--- config.mk ---
export PLATFORM = sky130hd
export DESIGN_NAME = clint
export DESIGN_NICKNAME = d
export VERILOG_FILES = /design/src/rtl/clint.sv
export SDC_FILE = /design/constraint.sdc
export NUM_CORES = 1
export LEC_CHECK = 0
export BUFFER_PORTS_ARGS = -buffer_cell sky130_fd_sc_hd__buf_2
export CORE_MARGIN = 2
export CORE_UTILIZATION = 25
export DETAILED_ROUTE_END_ITERATION = 8
export PLACE_DENSITY = 0.48
export SLEW_MARGIN = 20
export SYNTH_ARGS = -nofsm -noshare
export SYNTH_HDL_FRONTEND = slang
export SYNTH_SLANG_ARGS = --single-unit
--- constraint.sdc ---
create_clock -name clk -period 2.4 [get_ports clk]
set_input_delay 0.36 -clock clk [delete_from_list [all_inputs] [get_ports clk]]
set_output_delay 0.36 -clock clk [all_outputs]
set_load 0.01 [all_outputs]
--- src/rtl/clint.sv ---
// Core-local interruptor: msip, mtimecmp and prescaled mtime registers behind a single-beat MMIO port.
// Define CLINT_MTIME_WRITE_EN to make mtime writable; otherwise mtime writes are accepted and ignored.
module clint #(
  parameter int unsigned PRESCALE = 1
) (
  input  logic        clk,
  input  logic        reset,
  input  logic        req_valid,
  output logic        req_ready,
  input  logic        req_write,
  input  logic [15:0] req_addr,
  input  logic [63:0] req_wdata,
  input  logic [7:0]  req_strobe,
  output logic        resp_valid,
  input  logic        resp_ready,
  output logic [63:0] resp_rdata,
  output logic        resp_err,
  output logic        trint,
  output logic        swint,
  output logic [63:0] mtime_out
);

  localparam int unsigned PW = (PRESCALE > 1) ? $clog2(PRESCALE) : 1;
  localparam logic [15:0] AddrMsip     = 16'h0000;
  localparam logic [15:0] AddrMtimecmp = 16'h4000;
  localparam logic [15:0] AddrMtime    = 16'hBFF8;

  typedef enum logic {StIdle, StResp} state_e;

  state_e        state_q, state_d;
  logic          msip_q, msip_d;
  logic [63:0]   mtimecmp_q, mtimecmp_d;
  logic [63:0]   mtime_q, mtime_d;
  logic [PW-1:0] presc_q, presc_d;
  logic          trint_q, trint_d;
  logic          swint_q, swint_d;
  logic [63:0]   resp_rdata_q, resp_rdata_d;
  logic          resp_err_q, resp_err_d;

  logic          tick;
  logic          accept;
  logic          hit_msip, hit_cmp, hit_time, hit_any;
  logic [63:0]   rd_val;

  always_comb begin
    state_d      = state_q;
    msip_d       = msip_q;
    mtimecmp_d   = mtimecmp_q;
    resp_rdata_d = resp_rdata_q;
    resp_err_d   = resp_err_q;

    tick    = (presc_q == PW'(PRESCALE - 1));
    presc_d = tick ? '0 : presc_q + 1'b1;
    mtime_d = mtime_q + {63'd0, tick};

    // Interrupt levels look at the current registers, adding one stage of latency.
    trint_d = (mtime_q >= mtimecmp_q);
    swint_d = msip_q;

    hit_msip = (req_addr == AddrMsip);
    hit_cmp  = (req_addr == AddrMtimecmp);
    hit_time = (req_addr == AddrMtime);
    hit_any  = hit_msip | hit_cmp | hit_time;

    rd_val = 64'd0;
    if (hit_msip)      rd_val = {63'd0, msip_q};
    else if (hit_cmp)  rd_val = mtimecmp_q;
    else if (hit_time) rd_val = mtime_q;

    accept = (state_q == StIdle) && req_valid;

    unique case (state_q)
      StIdle: begin
        if (accept) begin
          state_d      = StResp;
          resp_err_d   = ~hit_any;
          resp_rdata_d = req_write ? 64'd0 : rd_val;
          if (req_write) begin
            if (hit_msip && req_strobe[0]) msip_d = req_wdata[0];
            if (hit_cmp) begin
              for (int i = 0; i < 8; i++) begin
                if (req_strobe[i]) mtimecmp_d[8*i +: 8] = req_wdata[8*i +: 8];
              end
            end
`ifdef CLINT_MTIME_WRITE_EN
            // Written bytes override the incremented value; the prescaler restarts.
            if (hit_time) begin
              for (int i = 0; i < 8; i++) begin
                if (req_strobe[i]) mtime_d[8*i +: 8] = req_wdata[8*i +: 8];
              end
              presc_d = '0;
            end
`endif
          end
        end
      end
      StResp: begin
        if (resp_ready) state_d = StIdle;
      end
      default: state_d = StIdle;
    endcase
  end

  always_ff @(posedge clk) begin
    if (reset) begin
      state_q      <= StIdle;
      msip_q       <= 1'b0;
      mtimecmp_q   <= '1;
      mtime_q      <= '0;
      presc_q      <= '0;
      trint_q      <= 1'b0;
      swint_q      <= 1'b0;
      resp_rdata_q <= '0;
      resp_err_q   <= 1'b0;
    end else begin
      state_q      <= state_d;
      msip_q       <= msip_d;
      mtimecmp_q   <= mtimecmp_d;
      mtime_q      <= mtime_d;
      presc_q      <= presc_d;
      trint_q      <= trint_d;
      swint_q      <= swint_d;
      resp_rdata_q <= resp_rdata_d;
      resp_err_q   <= resp_err_d;
    end
  end

  assign req_ready  = (state_q == StIdle);
  assign resp_valid = (state_q == StResp);
  assign resp_rdata = resp_rdata_q;
  assign resp_err   = resp_err_q;
  assign trint      = trint_q;
  assign swint      = swint_q;
  assign mtime_out  = mtime_q;

endmodule
# After elaboration in Yosys (flattened, before gate mapping)

Index checks and enable logic that the tools add are counted.

Bits of input ports: 93
Bits in registers: 198

Muxes and demuxes: 7
Bitwise operators: 5
Add/sub/neg operators: 2
Equality and inequality tests: 2
Reductions and logical operators: 14
$lt $le $gt $ge: 1

Operators with widths:

| cell                                                                     | count |
|---|---|
| 64-bit 2-to-1 mux                                                        | 4 |
| 64-bit by 1-bit adder with 64-bit output                                 | 1 |
| 64-bit >= comparator                                                     | 1 |
| 5-bit AND reduction                                                      | 8 |
| 16-bit by 15-bit equality test with 1-bit output (second input constant) | 1 |
| 16-bit equality test (second input constant)                             | 1 |
| 16-bit zero test                                                         | 1 |
| 4-bit AND reduction                                                      | 1 |
| 1-bit inverter                                                           | 3 |
| 1-bit logical AND                                                        | 2 |
| 1-bit 2-to-1 mux                                                         | 2 |
| 1-bit bitwise OR                                                         | 2 |
| 1-bit case mux with 2 select lines                                       | 1 |
| 2-bit AND reduction                                                      | 1 |
| 2-bit OR reduction                                                       | 1 |
| 1-bit adder (second input constant)                                      | 1 |

# Logic depth before layout (Yosys ltp)

Gate-level depths: netlist (run 1).

Depth in word-level cells: 5
Gate-level depth with buffers: 9

# Worst setup path after synthesis (run 1)

OpenSTA, ideal clock, no wires.

Path type: input-to-reg
From: input req_addr[1]
To: register mtimecmp_q[18]
Data arrival time: 1939 ps
Setup slack: 341 ps
Path buffers: 1
Cell stages on the path: 7
Path through: or3_1 -> nand4b_4 -> or2_1 -> nor2_4 -> buf_6 -> nand2_4 -> a211o_1

Word-level cells in the longest chain between the ends: 2

Ends and longest elaborated chain:

| item                                             | line | RTL |
|---|---|---|
| start, declared                                  | 11   | `input logic [15:0] req_addr,` |
| 16-bit by 15-bit equality test with 1-bit output | 61   | `hit_cmp = (req_addr == AddrMtimecmp);` |
| 5-bit AND reduction (no source line)             | --   |  |
| end signal, assigned                             | 118  | `mtimecmp_q <= mtimecmp_d;` |
| end, declared                                    | 32   | `logic [63:0] mtimecmp_q, mtimecmp_d;` |

No other way between the ends.
A chain may end at the register's enable or synchronous reset.

# Worst setup path after layout (run 1)

From: register mtimecmp_q[33]
To: register trint_q (netlist: trint)

Word-level cells in the longest chain between the ends: 1

Ends and longest elaborated chain:

| item                 | line | RTL |
|---|---|---|
| 64-bit >= comparator | 57   | `trint_d = (mtime_q >= mtimecmp_q);` |
| end signal, assigned | 121  | `trint_q <= trint_d;` |
| end, declared        | 35   | `logic trint_q, trint_d;` |

No other way between the ends.

==> out/metrics.csv, run 1 <==
metric,value,unit
status,completed,
start_util,25.30,%
die_area,0.04183,sq mm
tightest_slew,0.8281,ns
rsz0062_at_grt,false,
place_ws,0.02104,ns
start_kind,register,
finalSetupViolations,0,
synth_compound_area_share,18.35,%
drc_errors,0,
swShare,25.47,%
clk_latency,0.46,ns
rows,73,
whs_path_depth,2,
die_w,204.5,microns
leakagePower,6.380,nW
cts_root_buf,clkbuf_16,
firstDrtPassIters,4,
holdWs,0.07932,ns
track_usage,15.87,%
setup_tns,0,ns
postCtsSetupRepairBufs,0,
antenna_found_initial,7,
synth_xor_area_share,4.792,%
ff2ff_path_depth,8,
p_per_area,525.7,mW/mm^2
wl,33230,microns
netlist_instances,1154,
grt_max_degree,101,
synth_top_family_by_area,simple AND/OR/NAND/NOR gates,
ys_warn_count,0,
synth_seq_cells,198,
cp.arrival,2.51,ns
cp_max_fo,2,
comb_power_share,4.1,%
die_height,204.5,microns
p_clk_share,46.5,%
final_cell_area,0.01269,sq mm
seqPwrFrac,49.4,%
area_growth,26.21,%
htreeDepth,4,
min-delay-start,resp_ready,
synthSimpleGateAreaFrac,22.88,%
r2r_start,mtimecmp_q[33],
final.min_clock_period,2.172,ns
holdPathEnd,resp_valid,
io_pins,226,
grt_pass1_wl,51240,microns
gp_congestion,0.8061,
port_buffers,225,
drive_gt1_share,24.25,%
ant_nets,0,
nNetsFinal,1548,
slew-limit-headroom,44.79,%
netSwitchingPower,1.698,mW
fmax,460.4,MHz
syn_area,0.01005,sq mm
worst_slack,0.2281,ns
peakVddDrop,0.4436,mV
seq_area_frac_synth,39.43,%
path_clk_slew,0.08,ns
coreArea,0.03973,sq mm
clock_skew,0.01306,ns
drtIter0Drc,423,
cts_tree,done,
synthMuxAreaShare,0.2987,%
grt_remaining_overflow,0,
cap_viol_max_count,0,
synth_fa_ha_area_share,8.215,%
viasPerCell,4.805,
cts_buffers,17,
end_kind,register,
first_global_vias,9109,
dr_total_vias,9268,
rrSetupSlack,0.23,ns
finalPower,6.670,mW
finalMaxSlewViolations,0,
reg2reg_to,trint,
clock_sinks,198,
postPlaceCellArea,0.01207,sq mm
critPathKind,reg -> reg,
synth_area_per_cell,8.711,sq um
p_int,4.971,mW
hp-class,in -> reg,
synth_cell_type_count,51,
routedWlPerCell,17.22,microns
hold_viol_final,0,
clk_path_buf_depth,2,
finalCritPeriodShare,90.49,%
hpwl,24210,microns
cp.required,2.74,ns
synth_nets,1313,
cts_hold_buf,0,
## synthesized netlist by cell type (all sizes together)
cell / number / share of area [%]
a211oi: 4 / 0.30
and3: 65 / 4.0
buf: 15 / 1.3
nand2: 50 / 2.4
or3: 9 / 0.56
a22oi: 2 / 0.15
ha: 66 / 8.2
mux2i: 3 / 0.30
clkinv: 1 / 0.037
o31ai: 2 / 0.15
a2111oi: 2 / 0.17
nand4b: 2 / 0.32
nor4: 9 / 1.2
a221o: 2 / 0.20
nor3: 74 / 3.7
conb: 1 / 0.037
and4: 10 / 0.90
o2111ai: 1 / 0.087
a2111o: 1 / 0.11
a21oi: 91 / 4.5
nor2: 136 / 5.2
xnor2: 7 / 0.61
a21o: 10 / 0.75
inv: 71 / 2.7
nand3: 32 / 1.6
o2111a: 1 / 0.11
a211o: 57 / 5.0
nand4: 35 / 2.4
a2bb2oi: 63 / 5.5
clkbuf: 53 / 2.0
nand2b: 1 / 0.062
o21ai: 15 / 0.75
o211ai: 7 / 0.52
xor2: 48 / 4.2
and2: 2 / 0.12
nor2b: 6 / 0.37
or2: 1 / 0.062
o22ai: 1 / 0.062
dfxtp: 198 / 39
## what timing repair did
item                                    in CTS  in global routing
endpoints found under the setup margin       0                  1
resized for setup                            0                  3
endpoints found under the hold margin        0                  0
## layout by cell type (no fill, tap or decap), types with 7 or more instances in the layout
cell type	n
nand4_1	33
dfxtp_1	198
buf_2	224
nand3_1	32
xnor2_1	7
o211ai_1	7
clkbuf_16	17
a21o_1	10
buf_12	9
xor2_1	48
or3_1	9
nand2_4	7
a2bb2oi_1	63
o21ai_0	14
and3_1	65
a211o_1	56
nor2_1	134
a21oi_1	91
and4_1	9
nor3_1	74
nand2_1	42
inv_1	70
ha_1	66
buf_4	50
## worst max-delay path by stage
stage / from / endpoint / slack [ns] / cells past startpoint
2_1_floorplan: req_addr[1] / mtimecmp_q[18] / 0.34 / 7
3_3_place_gp: req_addr[1] / resp_rdata[61] / 0.03 / 9
3_5_place_dp: req_addr[1] / resp_rdata[61] / 0.02 / 9
4_1_cts: mtime_out[0] / trint / 0.08 / 8
5_1_grt: mtimecmp_q[9] / trint / 0.02 / 9
6_report: mtimecmp_q[33] / trint / 0.23 / 8
## power by group through the flow
stage | clock network [mW] | logic, mW | registers (mW)
5_1_grt | 3.32 | 0.304 | 3.30
3_5_place_dp | 0 | 0.279 | 3.37
4_1_cts | 3.21 | 0.279 | 3.29
3_3_place_gp | 0 | 0.277 | 3.37
2_1_floorplan | 0 | 0.108 | 3.38
6_report | 3.10 | 0.274 | 3.29
## through the flow
step | cells | util (%)
6_report | 1929 | 31.93
5_1_grt | 1928 | 31.93
2_1_floorplan | 1154 | -
4_1_cts | 1927 | 31.91
3_3_place_gp | 1895 | 30.37
3_5_place_dp | 1895 | 30.37
## worst max-delay path, stage by stage, from the launching register on
cell	delay [ns]
dfxtp_1	0.34
inv_1	0.07
ha_1	0.28
a21oi_1	0.13
o21ai_0	0.14
a221o_1	0.41
a2111o_1	0.45
a22oi_1	0.14
o21ai_0	0.10
## cell type report
cell class                      count  area [sq um]
Inverter                           72         270.3
Fill cell                        4323         27040
Clock buffer                       17         425.4
Antenna cell                        2         5.005
Multi-Input combinational cell    816          5492
Tap cell                          525         656.9
Sequential cell                   198          3964
Clock inverter                     15         186.4
Timing Repair Buffer              284          1688
## routing by layer
layer  vias to the layer above  global-route usage, %  wire length (microns)
met1                      4387                  21.02                  15610
li1                       4635                      -                      -
met4                         8                  4.218                    371
met5                         -                      0                     50
met2                       208                  25.63                  15120
met3                        30                  3.961                   2068
## cell families after synthesis
| kind of cell | Yosys count |
|---|---|
| AOI/OAI and AO/OA | 259 |
| other | 1 |
| muxes | 3 |
| DFF | 198 |
| buffers and inverters | 140 |
| and+or+nand+nor | 432 |
| xor gates and xnor gates | 55 |
| adders and majority gates | 66 |
Power figures use the tool's default switching activity.
==> run 2, diff against run 1 <==
Settings changed: ABC_AREA set to 1, PLACE_DENSITY 0.48 to 0.47.
==> out/metrics.csv, run 2 <==
metric,value,unit
status,completed,
path_clk_slew,0.08,ns
slowest_delay,0.38,ns
final_common_cell,nand2_1,
finalCritPeriodShare,92.15,%
synth_area_per_cell,7.251,sq um
cp_max_fo,5,
final_cell_mix,"nand2_1 (341), inv_1 (229), buf_2 (224)",
cp.required,2.76,ns
finalSetupViolations,0,
routedWlPerCell,18.36,microns
wl,44660,microns
track_usage,18.79,%
ant_nets,0,
cp.arrival,2.57,ns
synth_cell_type_count,44,
dr_total_vias,11374,
synth_seq_cells,198,
clk_latency,0.50,ns
fmax,452.2,MHz
die_height,219.6,microns
finalPower,6.937,mW
tightest_slew,0.7435,ns
crit_path_end,mtime_out[62],
p_clk_share,47.5,%
drive_gt1_share,23.47,%
n_fill_cell,5004,
die_w,219.6,microns
die_area,0.04820,sq mm
start_util,25.49,%
seqPwrFrac,47.5,%
antenna_found_initial,0,
hp-class,in -> reg,
comb_power_share,4.9,%
final.min_clock_period,2.212,ns
use_met1,25.16,%
ys_warn_count,0,
register_area,0.003965,sq mm
gp_congestion,0.9334,
clock_skew,0.01435,ns
antenna-diode-count,0,
first_global_vias,11222,
p_per_area,490.7,mW/mm^2
reg2reg_to,mtime_out[62],
slew-limit-headroom,50.43,%
crit_start,mtime_out[0],
met3_usage,4.306,%
critPathKind,reg -> reg,
place_ws,0.01235,ns
synth.most_common_cell,nand2_1,
nNetsFinal,1978,
path_cells,ha_2 -> ha_2 -> nand2_1 -> nor2_2 -> inv_2 -> nor2_2 -> inv_2 -> nor2_4 -> nand2_2 -> clkinv_1 -> nand3_1 -> nand2_1 -> a21oi_1,
drc_errors,0,
synth_async_sr_flop_share,0,%
synth_ff_type,dfxtp_1,
clock_sinks,198,
coreArea,0.04558,sq mm
cts_hold_buf,0,
rows,78,
rsz0062_at_grt,false,
htreeDepth,4,
grt_pass1_wl,67740,microns
multiInputGateArea,0.006369,sq mm
cts_tree,done,
ff2ff_path_depth,13,
grt_max_degree,113,
end_kind,register,
syn_area,0.01162,sq mm
netSwitchingPower,1.724,mW
synthTopCellsByArea,"dfxtp_1 (34%), nand2_1 (11%), inv_1 (7.5%), ha_1 (7.1%), a21oi_1 (6.3%)",
postCtsSetupRepairBufs,0,
hold_viol_final,0,
port_buffers,225,
hpwl,35550,microns
grt.busiest_layer,met2,
yosysTopAreaCell,dfxtp_1,
io_pins,226,
firstDrtPassIters,5,
worst_slack,0.1884,ns
clk_path_buf_depth,2,
synth_top_area_share,34.12,%
netlist_instances,1602,
r2r_start,mtime_out[0],
synth_nets,1761,
viasPerCell,4.677,
p_int,5.212,mW
leakagePower,6.823,nW
synth_common_cells,"nand2_1 (343), inv_1 (231), dfxtp_1 (198)",
peakVddDrop,0.4903,mV
cts_root_buf,clkbuf_16,
drtIter0Drc,642,
swShare,24.86,%
slowest_stage,dfxtp_2,
cap_viol_max_count,0,
area_growth,21.70,%
rrSetupSlack,0.19,ns
grt_remaining_overflow,0,
start_kind,register,
cts_buffers,17,
use_met2,29.75,%
finalMaxSlewViolations,0,
synth_edf_count,0,
seq_area_frac_synth,34.12,%
## run 2: metal layers
layer / vias up / part of all wire (%)
li1: 5763 / -
met1: 5303 / 48
met2: 273 / 45
met5: - / 0
met4: 0 / 1.8
met3: 35 / 6.0
## run 2: cells by family (layout without fill, tap and decap cells)
| family | count (synthesis) | count (layout) | share of synthesized area [%] |
|---|---|---|---|
| and+or+nand+nor | 718 | 718 | 28.90 |
| AOI/OAI and AO/OA | 303 | 303 | 18.33 |
| buffers and inverters | 312 | 542 | 11.20 |
| xor gates and xnor gates | 4 | 4 | 0.3016 |
| other | 1 | 1 | 0.03228 |
| DFF | 198 | 198 | 34.12 |
| adders and majority gates | 66 | 66 | 7.109 |
## run 2: through the flow
stage                     area [sq um]  TNS (ns)  hold WS [ns]  std cells  util, %
after detailed placement         13480         0        0.4473       2400    29.58
final                            14140         0        0.1180       2432    31.02
after CTS                        14130         0       0.08667       2432    30.99
after global routing             14140         0        0.1194       2432    31.02
after global placement           13480  -0.01923        0.4460       2400    29.58
after floorplan                  11620         0        0.4245       1602        -
## run 2: power groups by stage
stage               registers (mW)  logic (mW)  clock network, mW
floorplan                     3.37       0.175                  0
global placement              3.37       0.347                  0
detailed placement            3.37       0.348                  0
CTS                           3.30       0.349               3.40
global route                  3.30       0.383               3.51
finish                        3.30       0.342               3.30
## run 2: worst min path at each step
stage,to,startpoint,cells after the start
final,mtimecmp_q[5],req_wdata[5],3
after global routing,mtimecmp_q[5],req_wdata[5],3
after global placement,mtimecmp_q[6],mtimecmp_q[6],2
after CTS,mtimecmp_q[5],req_wdata[5],3
after detailed placement,mtimecmp_q[5],mtimecmp_q[5],2
after floorplan,swint,msip_q,2
## run 2: critical path: cells and delay by family, from the launching register on
kind | cells | cell delay (ns)
buf+inv | 3 | 0.36
flops | 1 | 0.38
compound gates | 1 | 0.06
simple gates | 7 | 0.84
fa+ha+maj | 2 | 0.44
## run 2: area by class of cell
| class | count | area share, % |
|---|---|---|
| Sequential cell | 198 | 28.05 |
| Multi-Input combinational cell | 1092 | 45.05 |
| Timing Repair Buffer | 263 | 10.44 |
| Tap cell | 600 | 5.310 |
| Clock buffer | 20 | 3.230 |
| Clock inverter | 12 | 1.310 |
| Inverter | 247 | 6.611 |
## run 2: repair_timing
action,in CTS,in global routing
resized for setup,1,5
setup endpoints to repair,1,10
pin swaps,0,0
==> run 3, diff against run 2 <==
Settings changed: CORE_UTILIZATION 25 to 56, PLACE_DENSITY 0.47 to 0.86.
==> out/metrics.csv, run 3 (synthesis results as in run 2) <==
metric,value,unit
register_area,0.003964,sq mm
leakagePower,6.732,nW
die_height,148.0,microns
hold_viol_final,0,
coreArea,0.02030,sq mm
drtIter0Drc,1006,
status,completed,
io_pins,226,
port_buffers,225,
finalSetupViolations,0,
n_fill_cell,1800,
rows,52,
setup_tns,0,ns
drc_errors,0,
holdWs,0.1487,ns
ant_nets,0,
crit_buf_inv,3,
die_w,148.0,microns
dp_cells,2060,
finalMaxSlewViolations,0,
top_layer,met4,
cts_tree,done,
fmax,446.0,MHz
grt_pass1_wl,57820,microns
hp-class,in -> reg,
dr_total_vias,11818,
cp_top_family,simple AND/OR/NAND/NOR gates,
cp.arrival,2.54,ns
slowest_delay,0.37,ns
wl,37060,microns
nNetsFinal,1968,
slew-limit-headroom,47.04,%
end_kind,register,
cp_max_fo,5,
grt_max_degree,66,
viasPerCell,5.655,
cts_root_buf,clkbuf_16,
wl_met3,2864,microns
clock_skew,0.01057,ns
htreeDepth,4,
cp.required,2.70,ns
tightest_slew,0.7944,ns
cap_viol_max_count,0,
path_cells,ha_1 -> ha_1 -> nand2_1 -> nor2_2 -> inv_2 -> nor2_2 -> inv_2 -> nor2_4 -> nand2_2 -> clkinv_1 -> nand3_1 -> nand2_1 -> a21oi_1,
firstDrtPassIters,5,
antenna-diode-count,0,
finalCritPeriodShare,93.42,%
antenna_found_initial,0,
cts_buffers,17,
final.min_clock_period,2.242,ns
area_growth,16.70,%
p_per_area,489.3,mW/mm^2
critPathKind,reg -> reg,
die_area,0.02191,sq mm
final_cell_mix,"nand2_1 (341), inv_1 (229), buf_2 (224)",
final_common_cell,nand2_1,
clock_sinks,198,
grt_remaining_overflow,0,
start_kind,register,
track_usage,33.46,%
path_clk_slew,0.07,ns
rsz0062_at_grt,false,
peakVddDrop,0.4377,mV
slowest_stage,dfxtp_1,
clk_latency,0.45,ns
hpwl,28460,microns
finalPower,6.633,mW
clk_path_buf_depth,2,
first_global_vias,10966,
drive_gt1_share,22.69,%
met2_length,16910,microns
start_util,57.22,%
routedWlPerCell,17.73,microns
final_cells,2090,
wl_met1,16220,microns
multiInputGateArea,0.006364,sq mm
gp_congestion,1.001,
postLayoutCoreUtil,66.78,%
==> run 3: cell count changes in the layout (fill, tap and decap cells not counted), moves of 2 or more <==
cell,delta
buf_4,-7
inv_6,-2
ha_2,-2
nor2_2,-2
nor2_1,+2
buf_12,-3
ha_1,+2
==> run 3: path summary, 6_finish.rpt <==
kind	start	to	slack, ns	depth (start not counted)
worst max-delay path	mtime_out[0]	mtime_out[62]	0.16	13
worst min-delay path	req_wdata[5]	mtimecmp_q[5]	0.15	3
worst max register to register	mtime_out[0]	mtime_out[62]	0.16	13
worst min register to register	msip_q	swint	0.46	2
==> run 3: stage by stage <==
stage               worst slack (ns)  instance area (sq um)
global route                0.003136                  13560
CTS                           0.1331                  13550
floorplan                     0.6181                  11620
global placement              0.2150                  12960
detailed placement            0.1402                  12960
finish                        0.1578                  13560
==> run 3: worst reg2reg max path: stages, from the launching register on <==
cell and delay, ns:
dfxtp_1 0.37, ha_1 0.24, ha_1 0.26, nand2_1 0.11
nor2_2 0.18, inv_2 0.11, nor2_2 0.12, inv_2 0.10
nor2_4 0.16, nand2_2 0.10, clkinv_1 0.14, nand3_1 0.09
nand2_1 0.07, a21oi_1 0.05
==> run 3: report_power, final <==
group | switching, mW | internal [mW] | leakage [nW] | total (mW)
sequential | 0.00656 | 3.29 | 1.60 | 3.30
combinational | 0.227 | 0.101 | 4.85 | 0.328
clock | 1.34 | 1.67 | 0.283 | 3.01
total | 1.57 | 5.06 | 6.73 | 6.63
==> run 3: layout make-up <==
type,instances,share of cell area [%]
multi-input cells,1092,46.94
well taps,270,2.492
repair buffers,253,10.06
clock buffers,20,3.295
clock inverters,10,1.071
inverters,247,6.895
flip-flops and latches,198,29.24
==> run 3: metal layers <==
layer	vias to the layer above	track usage, %
li1	5732	-
met1	5552	44.85
met2	471	54.26
met3	63	6.574
met4	0	11.14
met5	-	0
==> run 3: what timing repair did <==
action,4_1_cts,5_1_grt
gates resized for setup,0,2
endpoints found under the setup margin,0,2
setup buffers,0,0
hold buffers,0,0
